## src/rtl/mdu_pkg.sv

```systemverilog
// Shared encodings for the multiply/divide unit: operation codes, FSM states
// and small decode helpers used by the top level.
package mdu_pkg;

  typedef enum logic [1:0] {
    OP_MULTU = 2'b00,
    OP_MULT  = 2'b01,
    OP_DIVU  = 2'b10,
    OP_DIV   = 2'b11
  } op_e;

  typedef enum logic [1:0] {
    S_IDLE = 2'b00,
    S_RUN  = 2'b01,
    S_DONE = 2'b10
  } state_e;

  function automatic logic op_is_div(input op_e o);
    return (o == OP_DIVU) || (o == OP_DIV);
  endfunction

  function automatic logic op_is_signed(input op_e o);
    return (o == OP_MULT) || (o == OP_DIV);
  endfunction

endpackage

```

## src/rtl/mdu_sign_cond.sv

```systemverilog
// Combinational sign conditioning: operand magnitudes on the way in and
// sign restoration of the raw unsigned result on the way out.
module mdu_sign_cond #(
  parameter int WIDTH = 32
) (
  input  logic             sgn_i,
  input  logic [WIDTH-1:0] a_i,
  input  logic [WIDTH-1:0] b_i,
  output logic [WIDTH-1:0] abs_a_o,
  output logic [WIDTH-1:0] abs_b_o,
  output logic             a_neg_o,
  output logic             b_neg_o,
  input  logic             is_div_i,
  input  logic             neg_lo_i,
  input  logic             neg_hi_i,
  input  logic [WIDTH-1:0] raw_hi_i,
  input  logic [WIDTH-1:0] raw_lo_i,
  output logic [WIDTH-1:0] hi_o,
  output logic [WIDTH-1:0] lo_o
);

  logic [2*WIDTH-1:0] prod;
  logic [2*WIDTH-1:0] prod_neg;

  assign a_neg_o = sgn_i & a_i[WIDTH-1];
  assign b_neg_o = sgn_i & b_i[WIDTH-1];

  // The most-negative value maps onto itself, which is its correct unsigned magnitude.
  assign abs_a_o = a_neg_o ? -a_i : a_i;
  assign abs_b_o = b_neg_o ? -b_i : b_i;

  assign prod     = {raw_hi_i, raw_lo_i};
  assign prod_neg = -prod;

  always_comb begin
    hi_o = raw_hi_i;
    lo_o = raw_lo_i;
    if (is_div_i) begin
      // Quotient follows sign of a^b, remainder follows the dividend.
      lo_o = neg_lo_i ? -raw_lo_i : raw_lo_i;
      hi_o = neg_hi_i ? -raw_hi_i : raw_hi_i;
    end else if (neg_lo_i) begin
      {hi_o, lo_o} = prod_neg;
    end
  end

endmodule

```

## src/rtl/mul_div_unit.sv

```systemverilog
// Iterative multiply/divide unit: one result bit per cycle, shift-add multiply
// and restoring divide sharing a single WIDTH+1-bit adder/subtractor.
module mul_div_unit
  import mdu_pkg::*;
#(
  parameter int WIDTH = 32
) (
  input  logic             clk,
  input  logic             reset,
  input  logic             start,
  input  logic [1:0]       op,
  input  logic [WIDTH-1:0] a,
  input  logic [WIDTH-1:0] b,
  output logic             busy,
  output logic             done,
  output logic [WIDTH-1:0] hi,
  output logic [WIDTH-1:0] lo,
  output logic             div_by_zero
);

  localparam int CW = $clog2(WIDTH) + 1;
  localparam logic [CW-1:0] LAST_CNT = CW'(WIDTH - 1);

  state_e           state_q, state_d;
  op_e              op_q, op_d;
  logic [CW-1:0]    cnt_q, cnt_d;
  logic [WIDTH-1:0] acc_q, acc_d;
  logic [WIDTH-1:0] wq_q, wq_d;
  logic [WIDTH-1:0] opnd_q, opnd_d;
  logic             neg_lo_q, neg_lo_d;
  logic             neg_hi_q, neg_hi_d;
  logic [WIDTH-1:0] hi_q, hi_d;
  logic [WIDTH-1:0] lo_q, lo_d;
  logic             dbz_q, dbz_d;

  op_e              op_in;
  logic [WIDTH-1:0] abs_a, abs_b;
  logic             a_neg, b_neg;
  logic [WIDTH:0]   add_x, add_y, add_sum;
  logic             add_sub;
  logic [WIDTH-1:0] acc_nx, wq_nx;
  logic [WIDTH-1:0] fix_hi, fix_lo;

  assign op_in = op_e'(op);

  mdu_sign_cond #(.WIDTH(WIDTH)) u_sign_cond (
    .sgn_i    (op_is_signed(op_in)),
    .a_i      (a),
    .b_i      (b),
    .abs_a_o  (abs_a),
    .abs_b_o  (abs_b),
    .a_neg_o  (a_neg),
    .b_neg_o  (b_neg),
    .is_div_i (op_is_div(op_q)),
    .neg_lo_i (neg_lo_q),
    .neg_hi_i (neg_hi_q),
    .raw_hi_i (acc_nx),
    .raw_lo_i (wq_nx),
    .hi_o     (fix_hi),
    .lo_o     (fix_lo)
  );

  // Shared adder: divide subtracts the divisor from the shifted remainder,
  // multiply conditionally adds the multiplicand to the upper accumulator.
  always_comb begin
    if (op_is_div(op_q)) begin
      add_x   = {acc_q, wq_q[WIDTH-1]};
      add_y   = {1'b0, opnd_q};
      add_sub = 1'b1;
    end else begin
      add_x   = {1'b0, acc_q};
      add_y   = wq_q[0] ? {1'b0, opnd_q} : '0;
      add_sub = 1'b0;
    end
  end

  assign add_sum = add_x + (add_y ^ {(WIDTH+1){add_sub}}) + {{WIDTH{1'b0}}, add_sub};

  always_comb begin
    if (op_is_div(op_q)) begin
      // Top bit set means the trial subtraction borrowed: restore.
      acc_nx = add_sum[WIDTH] ? add_x[WIDTH-1:0] : add_sum[WIDTH-1:0];
      wq_nx  = {wq_q[WIDTH-2:0], ~add_sum[WIDTH]};
    end else begin
      acc_nx = add_sum[WIDTH:1];
      wq_nx  = {add_sum[0], wq_q[WIDTH-1:1]};
    end
  end

  always_comb begin
    state_d  = state_q;
    op_d     = op_q;
    cnt_d    = cnt_q;
    acc_d    = acc_q;
    wq_d     = wq_q;
    opnd_d   = opnd_q;
    neg_lo_d = neg_lo_q;
    neg_hi_d = neg_hi_q;
    hi_d     = hi_q;
    lo_d     = lo_q;
    dbz_d    = dbz_q;
    case (state_q)
      S_IDLE, S_DONE: begin
        if (start) begin
          op_d     = op_in;
          cnt_d    = '0;
          acc_d    = '0;
          neg_lo_d = a_neg ^ b_neg;
          neg_hi_d = a_neg;
          state_d  = S_RUN;
          if (op_is_div(op_in)) begin
            wq_d   = abs_a;
            opnd_d = abs_b;
            if (b == '0) begin
              state_d = S_DONE;
              hi_d    = a;
              lo_d    = '1;
              dbz_d   = 1'b1;
            end
          end else begin
            wq_d   = abs_b;
            opnd_d = abs_a;
          end
        end else begin
          state_d = S_IDLE;
        end
      end
      S_RUN: begin
        acc_d = acc_nx;
        wq_d  = wq_nx;
        cnt_d = cnt_q + CW'(1);
        if (cnt_q == LAST_CNT) begin
          state_d = S_DONE;
          hi_d    = fix_hi;
          lo_d    = fix_lo;
          dbz_d   = 1'b0;
        end
      end
      default: state_d = S_IDLE;
    endcase
  end

  always_ff @(posedge clk or posedge reset) begin
    if (reset) begin
      state_q  <= S_IDLE;
      op_q     <= OP_MULTU;
      cnt_q    <= '0;
      acc_q    <= '0;
      wq_q     <= '0;
      opnd_q   <= '0;
      neg_lo_q <= 1'b0;
      neg_hi_q <= 1'b0;
      hi_q     <= '0;
      lo_q     <= '0;
      dbz_q    <= 1'b0;
    end else begin
      state_q  <= state_d;
      op_q     <= op_d;
      cnt_q    <= cnt_d;
      acc_q    <= acc_d;
      wq_q     <= wq_d;
      opnd_q   <= opnd_d;
      neg_lo_q <= neg_lo_d;
      neg_hi_q <= neg_hi_d;
      hi_q     <= hi_d;
      lo_q     <= lo_d;
      dbz_q    <= dbz_d;
    end
  end

  assign busy        = (state_q == S_RUN);
  assign done        = (state_q == S_DONE);
  assign hi          = hi_q;
  assign lo          = lo_q;
  assign div_by_zero = dbz_q;

endmodule

```

## config.mk

```make
export PLATFORM = sky130hd
export DESIGN_NAME = mul_div_unit
export DESIGN_NICKNAME = d
export VERILOG_FILES = /design/src/rtl/mdu_pkg.sv /design/src/rtl/mdu_sign_cond.sv /design/src/rtl/mul_div_unit.sv
export SDC_FILE = /design/constraint.sdc
export NUM_CORES = 1
export LEC_CHECK = 0
export ABC_AREA = 0
export ABC_CLOCK_PERIOD_IN_PS = 9800
export CAP_MARGIN = 0
export CORE_MARGIN = 2
export CORE_UTILIZATION = 45
export CTS_BUF_LIST = sky130_fd_sc_hd__clkbuf_8 sky130_fd_sc_hd__clkbuf_16
export DETAILED_ROUTE_END_ITERATION = 10
export DONT_BUFFER_PORTS = 1
export PLACE_DENSITY = 0.6
export SETUP_SLACK_MARGIN = 0.5
export SYNTH_ARGS = -nofsm -noshare
export SYNTH_HDL_FRONTEND = slang
export SYNTH_SLANG_ARGS = --single-unit
```

## constraint.sdc

```tcl
create_clock -name clk -period 9.8 [get_ports clk]
set_input_delay 1.96 -clock clk [delete_from_list [all_inputs] [get_ports clk]]
set_output_delay 1.96 -clock clk [all_outputs]
set_load 0.05 [all_outputs]
```

Word-level counts from Yosys, hierarchy flattened:

Cells that the tools add are included.
W data, S select, Z words.

* add/subtract/negate cells: 8
* multipliers: 0
* div/mod/pow operators: 0
* magnitude comparators: 0
* eq/ne operators: 12
* shifts and indexed selects: 0
* mux-type cells: 43
* bitwise logic cells: 5
* reductions and logical operators: 10

Operators by type and width (number)
* $mux W32: 25
* $pmux W32 S2: 4
* $neg A32 Y32: 4
* $neg A64 Y64: 1
* $add A33 B1 Y33: 1
* $add A33 B33 Y33: 1
* $mux W33: 1
* $xor A33 B33 Y33: 1
* $logic_not A32 Y1: 1
* $pmux W6 S2: 1
* $eq A2 B2 Y1 const B: 5
* $mux W2: 4
* $add A6 B1 Y6 const B: 1
* $eq A6 B5 Y1 const B: 1
* $mux W6: 1
* $ne A2 B2 Y1 const B: 3
* $mux W1: 5
* $reduce_and A5 Y1: 1
* $eq A2 B1 Y1 const B: 2
* $pmux W2 S2: 1
* $reduce_and A2 Y1: 2
* $logic_or A1 B1 Y1: 3
* $and A1 B1 Y1: 2
* $logic_not A2 Y1: 1
* other kinds (6): 6

* flip-flop bits (word level): 173
* bits in latches: 0
* RAM bits: 0
* memory bits (read-only): 0
* output and inout port bits: 67
* logic and storage cells: 89
* memories: 0

Logic depth before layout (Yosys ltp):

Gate-level depths: netlist of run 1.

* word-level depth: 13
* gate-level depth with buffers: 34
* mapped depth without buffers: 23

Modules after synthesis:

Synthesis of run 1 repeated with hierarchy kept, for this count alone.

* cells, all modules: 1761
* area total of the unflattened synthesis: 14355.0 um^2

By module, submodules not included
* mul_div_unit: times used 1, cells an instance 1282, area an instance 11258.3 um^2, seq. area each 4304.1 um^2
* mdu_sign_cond: times used 1, cells an instance 479, area an instance 3096.7 um^2, seq. area each 0.0 um^2

Worst setup path before layout of run 1:

OpenSTA, ideal clock, no wires.

* kind: register to register
* start: register op_q[1]
* end: register hi_q[24] (netlist: hi[24])
* library setup time: 130 ps
* arrival time: 7398 ps
* required time: 9670 ps
* setup slack: 2272 ps
* cell stages (with the launch flop): 33
* clock period less this slack: 7528 ps
* cells stage by stage: dfrtp_1 buf_2 buf_2 buf_4 buf_4 buf_2 buf_2 clkbuf_1 clkbuf_1 buf_1 buf_1 mux2_2 ha_1 buf_2 nand4_1 nor4_2 o31ai_2 a21boi_4 buf_2 nor2_1 a21oi_1 ha_1 o21a_1 o2111ai_1 or4_1 or2_2 clkbuf_1 o21ai_1 and2_1 nand3_1 o21ai_1 xor2_1 o21ai_0

* cells in the longest elaborated chain, start to end: 13

Ends and longest elaborated chain
* start: declaration: RTL line mul_div_unit.sv:25 `op_e op_q, op_d;`
* start signal: assignment: RTL line mul_div_unit.sv:158 `op_q <= op_d;`
* $eq A2 B2 Y1: RTL line mdu_pkg.sv:19 `return (o == OP_DIVU) || (o == OP_DIV);`
* $logic_or A1 B1 Y1 *: RTL line mdu_pkg.sv:19
* $mux W32 / $mux W1 (equally long branches): RTL line mul_div_unit.sv:66 `if (op_is_div(op_q)) begin`
* $xor A33 B33 Y33: RTL line mul_div_unit.sv:77 `assign add_sum = add_x + (add_y ^ {(WIDTH+1){add_sub}}) + {{WIDTH{1'b0}}, add_sub};`
* $add A33 B33 Y33: RTL line mul_div_unit.sv:77
* $add A33 B1 Y33: RTL line mul_div_unit.sv:77
* $mux W32 / $not A1 Y1 (equally long branches): RTL line mul_div_unit.sv:82, mul_div_unit.sv:83
* $mux W32: RTL line mul_div_unit.sv:80 `if (op_is_div(op_q)) begin`
* $neg A64 Y64 / $neg A32 Y32 (equally long branches): RTL line mdu_sign_cond.sv:33, mdu_sign_cond.sv:41
* $mux W32 (on tied branches): RTL line mdu_sign_cond.sv:42, mdu_sign_cond.sv:41
* $mux W32 *: RTL line mdu_sign_cond.sv:38 `if (is_div_i) begin`
* $mux W32 *: RTL line mul_div_unit.sv:132 `if (cnt_q == LAST_CNT) begin`
* $pmux W32 S2 *: RTL line mul_div_unit.sv:102 `case (state_q)`
* end signal: assignment: RTL line mul_div_unit.sv:165 `hi_q <= hi_d;`
* end: declaration: RTL line mul_div_unit.sv:32 `logic [WIDTH-1:0] hi_q, hi_d;`

Every way passes the cells marked *; elsewhere a longest branch is shown, timed or not. The select of a mux whose other input is x is not followed.
A chain may end at the register's enable or synchronous reset.

Worst setup path after layout of run 1:

Ends and elaborated chain as after synthesis.

==> results.txt, run 1 <==
FF/Latch Area = 0.00431 mm^2
RSZ-0062 raised after global routing = false
Pre-antenna DRT Iters = 8
DR iter-0 viols = 1,773
Avg Cell Area, Syn = 7.81 um^2
clk slew on worst S/H paths = 70 ps
crit path max fanout = 70
vias in the first global route = 13,000
clock buffer depth = 2
max cap viols = 0
run status = completed
gr usage total = 32.5%
worst hold-check path type = flop to flop
DR WL/cell = 24.8 um
largest net degree at the start of global routing = 125
Synth cell types = 92
Simple-Gate Fraction of Synth Area = 20.1%
top_reg_cell synth = dfrtp_1
Worst Reg-to-Reg Cells = 20
fin cells = 2,175
Post-CTS Hold Fix Bufs = 0
reg2reg start = op_q[1]
GP Congestion = 0.954
ratio of cells with drive above 1 in the final layout = 8.18%
crit path from = op_q[1]
Syn Inst Count = 1,839
fmax = 0.134 GHz
Vias per Instance = 6.41
Mapped Area = 0.0144 mm^2
CTS root buf = clkbuf_16
final worst path period need = 7460 ps
area taken by multi-input logic gates = 0.00943 mm^2
io pins = 136
CP endpoint kind = flop
hold path cells = 2
CP arrival = 7780 ps
FP Rows = 65
Placed Cells = 2,144
Finished Core Util = 48.0%
WP data required = 10,120 ps
R2R setup slack = 2340 ps
synthesized flop and latch total = 172
syn_nets = 1,945
Hold Fails Final Rpt = 0
startpoint types = flop
Final ANT Viol Nets = 0
Synth Area in Adders = 3.28%
worst hold endpoint = opnd_q[5]
global route overflow = 0
Clock Latency Late Sink = 460 ps
Area Overhead vs Synth = 5.19%
Post-synth ARST share = 100%
post-synthesis compound-gate area fraction = 27.4%
die height = 183 um
H-tree levels = 4
vias post-DR = 14,000
CTS Sinks = 172
Die ar. = 0.0333 mm^2
ant diodes = 0
warnings from Yosys = 0
fin crit share = 76.1%
Worst Skew = 13.2 ps
Core Region = 0.0315 mm^2
Slew @ Worst Pin = 1010 ps
chip width = 183 um
commonest non-fill, non-tap cell in the layout = nand2_1
Synth Area in XOR/XNOR = 9.09%
final setup fails = 0
sequential share of the synthesized area = 30.0%
final wirelength = 54,000 um
DRC violations left = 0
Hold Crit Start = opnd_q[5]
mux share of post-synthesis cell area = 5.53%
number of gates resized after CTS = 0
Final Max Tran Viols = 0
number of flops mapped to enable cells by yosys = 0
PortBufs = 0
setup bufs post-CTS = 0
R2R Path End = hi[24]
main combinational cell family by area after synthesis = compound AO/OA/AOI/OAI gates
antenna violations before repair = 1
crit path kind = flop to flop
Final HPWL DP = 41,100 um
Final TNS setup = 0 ps
Starting Density = 45.6%
nets@finish = 1,867
CTS Buf Count = 17
fill count = 3,063
most frequent cells in the layout = nand2_1, o21ai_0, dfrtp_1, nor2_1, a21oi_1
TritonCTS clock tree = built
slew margin rel. = 32.8%
first-pass GRT wire length = 82,000 um
per-stage QoR:
stage	hold slack (ps)	setup slack, ps	area (um^2)
final	488	2340	15100
after global routing	515	1940	15100
after CTS	496	2470	15100
after detailed placement	482	2520	14500
after global placement	477	2690	14500
after floorplan	455	2270	14400
registers in the layout, indices dropped and copies added (netlist names):
signal / flops
neg_lo_q: 1
opnd_q: 32
div_by_zero: 1
acc_q: 32
lo: 32
cnt_q: 6
wq_q: 32
hi: 32
state_q: 2
neg_hi_q: 1
op_q: 1
cell type report:
cell class / count / share of cell area, %
clock buffers: 18 / 2.91
flip-flops and latches: 172 / 28.5
clock inverters: 13 / 0.779
multi-input cells: 1514 / 62.5
inverters: 33 / 0.854
repair buffers: 23 / 1.14
well taps: 402 / 3.33
cells by family after synthesis:
logic type      Yosys count
mux                      75
xor+xnor                149
buf+inv                 153
fa+ha+maj                37
compound gates          622
simple gates            631
flops                   172
cells in the mapped netlist (5+ instances only):
master,instances,share of area (%)
a21o_1,9,0.47
xor2_1,61,3.7
nand2b_1,17,0.74
buf_1,13,0.34
inv_1,32,0.84
nor2_1,157,4.1
or4_1,9,0.47
xnor2_1,88,5.4
a22o_1,19,1.2
or3_1,12,0.52
nand3_1,30,1.0
buf_6,6,0.47
clkbuf_1,79,2.1
buf_2,19,0.66
o21ai_0,213,7.4
a22oi_1,31,1.6
a31oi_1,21,0.92
o221ai_1,30,1.8
ha_1,36,3.1
mux2i_1,41,2.9
nor4_1,18,0.78
o31ai_1,29,1.5
and2_1,12,0.52
dfrtp_1,172,30
a211oi_1,9,0.47
o21bai_1,6,0.31
or2_2,5,0.22
nor3_1,36,1.3
o211ai_1,19,0.99
mux2_2,34,2.7
o21ai_1,22,0.77
nand4_1,17,0.74
a21oi_1,144,5.0
o22ai_1,5,0.22
a21oi_2,9,0.55
nand2_1,272,7.1
and3_1,8,0.35
nor2b_1,11,0.48
o41ai_1,6,0.37
worst max-delay path by stage:
stage | depth (start not counted) | to
final | 20 | hi[24]
after global routing | 20 | hi[24]
after CTS | 20 | hi[24]
after detailed placement | 20 | hi[24]
after global placement | 20 | hi[24]
after floorplan | 32 | hi[24]
critical path, cell delays in order (launching register included):
cell,delay (ps)
dfrtp_4,820
buf_4,700
mux2_2,410
ha_1,400
nand4_1,290
nor4_2,470
o31ai_2,180
a21boi_4,480
nor2_1,120
a21oi_1,290
ha_1,220
o21a_1,160
o2111ai_1,180
or4_1,620
or2_2,440
o21ai_1,650
and2_1,250
nand3_1,110
o21ai_1,170
xor2_1,170
o21ai_0,100
layer usage:
| metal | track usage (%) | wire length (um) |
|---|---|---|
| met1 | 46.5 | 24100 |
| met5 | 0 | 18 |
| met2 | 47.1 | 22800 |
| met4 | 11.8 | 1850 |
| met3 | 8.12 | 5190 |
Power of run 1 is left out: the tool's default activity adds up to more than one toggle a clock period on the data nets, which glitch-free logic cannot reach.
==> run 2, diff against run 1 <==
--- a/config.mk
+++ b/config.mk
@@ -5,15 +5,15 @@
 export SDC_FILE = /design/constraint.sdc
 export NUM_CORES = 1
 export LEC_CHECK = 0
-export ABC_AREA = 0
-export ABC_CLOCK_PERIOD_IN_PS = 9800
+export ABC_AREA = 1
+export ABC_CLOCK_PERIOD_IN_PS = 6600
 export CAP_MARGIN = 0
 export CORE_MARGIN = 2
 export CORE_UTILIZATION = 45
 export CTS_BUF_LIST = sky130_fd_sc_hd__clkbuf_8 sky130_fd_sc_hd__clkbuf_16
 export DETAILED_ROUTE_END_ITERATION = 10
 export DONT_BUFFER_PORTS = 1
-export PLACE_DENSITY = 0.6
+export PLACE_DENSITY = 0.62
 export SETUP_SLACK_MARGIN = 0.5
 export SYNTH_ARGS = -nofsm -noshare
 export SYNTH_HDL_FRONTEND = slang
==> constraint.sdc (replaced) <==
create_clock -name clk -period 6.6 [get_ports clk]
set_input_delay 1.32 -clock clk [delete_from_list [all_inputs] [get_ports clk]]
set_output_delay 1.32 -clock clk [all_outputs]
set_load 0.05 [all_outputs]
==> results.txt, run 2 <==
highest routing layer actually used = met4
Starting Density = 45.3%
Avg Cell Area, Syn = 6.26 um^2
Final ANT Viol Nets = 0
Worst Skew = 18.4 ps
CTS root buf = clkbuf_16
Synth area leader = dfrtp_1
Final HPWL DP = 50,900 um
GP Congestion = 0.984
syn_nets = 2,588
top-count cell post-synth = nand2_1
FP Rows = 68
H-tree levels = 4
TritonCTS clock tree = built
antenna violations before repair = 0
Slew @ Worst Pin = 1070 ps
CTS Buf Count = 17
met3 WL = 4460 um
fin crit share = 86.1%
Critical Path Max Stage Delay = 550 ps
DR WL/cell = 22.2 um
most frequent CP cell = nand2_1
run status = completed
Area Overhead vs Synth = 6.76%
Clock Latency Late Sink = 470 ps
slew margin rel. = 28.0%
io pins = 136
clock buffer depth = 2
worst hold-check path type = flop to flop
Hold Fails Final Rpt = 0
first-pass GRT wire length = 96,100 um
synthesized flop and latch total = 172
warnings from Yosys = 0
met2 WL = 30,200 um
Vias per Instance = 5.75
startpoint types = flop
fmax = 0.176 GHz
Mapped Area = 0.0155 mm^2
vias post-DR = 16,600
CP endpoint kind = flop
nets@finish = 2,533
die height = 190 um
max cap viols = 0
vias in the first global route = 16,100
area share of the largest cell type after synthesis = 27.7%
final setup fails = 0
top_reg_cell synth = dfrtp_1
DRC violations left = 0
Synth cell types = 65
Pre-antenna DRT Iters = 5
CP arrival = 6000 ps
Final Max Tran Viols = 0
Post-CTS Hold Fix Bufs = 0
Final TNS setup = 0 ps
crit path max fanout = 80
sequential share of the synthesized area = 27.7%
R2R setup slack = 920 ps
Synth top cells by count = nand2_1, inv_1, nor2_1, nand3_1, dfrtp_1
ratio of cells with drive above 1 in the final layout = 7.50%
gr usage total = 35.6%
CTS Sinks = 172
M1 WL = 25,500 um
Synth area leaders = dfrtp_1, nand2_1, inv_1
final wirelength = 64,300 um
WP data required = 6920 ps
RSZ-0062 raised after global routing = false
Post-synth ARST share = 100%
crit path kind = flop to flop
final worst path period need = 5680 ps
fill count = 3,642
number of flops mapped to enable cells by yosys = 0
most frequent cells in the layout = nand2_1, inv_1, nor2_1, nand3_1, dfrtp_1
chip width = 190 um
Syn Inst Count = 2,482
clk slew on worst S/H paths = 80 ps
largest net degree at the start of global routing = 158
Die ar. = 0.0360 mm^2
PortBufs = 0
commonest non-fill, non-tap cell in the layout = nand2_1
slowest stage cell, crit path = dfrtp_4
ant diodes = 0
Core Region = 0.0343 mm^2
global route overflow = 0
DR iter-0 viols = 1,591
-- run 2: changes by cell type in the layout (fill, tap and decap cells not counted), moves of 35 or more --
cell / previous run / this run
nor2_1: 155 / 213
mux2i_1: 41 / 0
o21ai_0: 213 / 163
a21oi_1: 144 / 73
o22ai_1: 4 / 55
inv_1: 32 / 343
xnor2_1: 88 / 14
nand3_1: 30 / 197
nand2_2: 1 / 36
nand2_1: 272 / 722
-- run 2: worst paths after layout --
check / start / to / depth (start not counted)
min in group asynchronous: reset / cnt_q[4] / 1
max in group asynchronous: reset / acc_q[21] / 2
max: op_q[1] / hi[24] / 31
max reg2reg: op_q[1] / hi[24] / 31
min: cnt_q[5] / cnt_q[5] / 1
min reg2reg: cnt_q[5] / cnt_q[5] / 1
-- run 2: kinds of logic after synthesis --
kind of cell               after synthesis  synth area share, %
AOI/OAI and AO/OA                      419                 16.3
xor gates and xnor gates                81                 4.56
adders and majority gates               37                 3.03
buffers and inverters                  454                 11.5
DFF                                    172                 27.7
and+or+nand+nor                       1319                 36.9
-- run 2: layout make-up --
class                      instances  area, um^2  area share [%]
clock buffer                      17         425            2.56
clock inverter                    15         220            1.33
inverter                         361        1370            8.23
multi-input combinational       1857        9520            57.4
sequential                       172        4310            26.0
tap                              455         569            3.43
timing repair buffer              18         185            1.12
-- run 2: worst max-delay path: cells and delay by family (launching register included) --
| kind | cells | cell delay, ps |
|---|---|---|
| buf+inv | 4 | 630 |
| flops | 1 | 550 |
| compound gates | 3 | 660 |
| simple gates | 22 | 3060 |
| fa+ha+maj | 2 | 590 |
-- run 2: routing by layer --
metal  track usage (%)  up-vias
li1                  -     7909
met1              43.7     7812
met2              59.3      751
met3              5.37      173
met4              21.2        0
met5                 0        -
-- run 2: what timing repair did --
action / in CTS / in global routing
setup buffers: 0 / 0
gates resized for setup: 1 / 14
pin swaps: 0 / 0
setup endpoints to repair: 3 / 10
cloned: 0 / 2
-- run 2: per-stage QoR --
| step | instances | cell area, um^2 | hold WS (ps) | util (%) | worst slack (ps) |
|---|---|---|---|---|---|
| 3_5_place_dp | 2861 | 15900 | 493 | 46.3 | 474 |
| 3_3_place_gp | 2861 | 15900 | 481 | 46.3 | 629 |
| 5_1_grt | 2895 | 16600 | 528 | 48.4 | 493 |
| 2_1_floorplan | 2482 | 15500 | 459 | - | 620 |
| 4_1_cts | 2893 | 16500 | 508 | 48.2 | 700 |
| 6_report | 2895 | 16600 | 504 | 48.4 | 918 |
Power of run 2 is left out for the same reason.
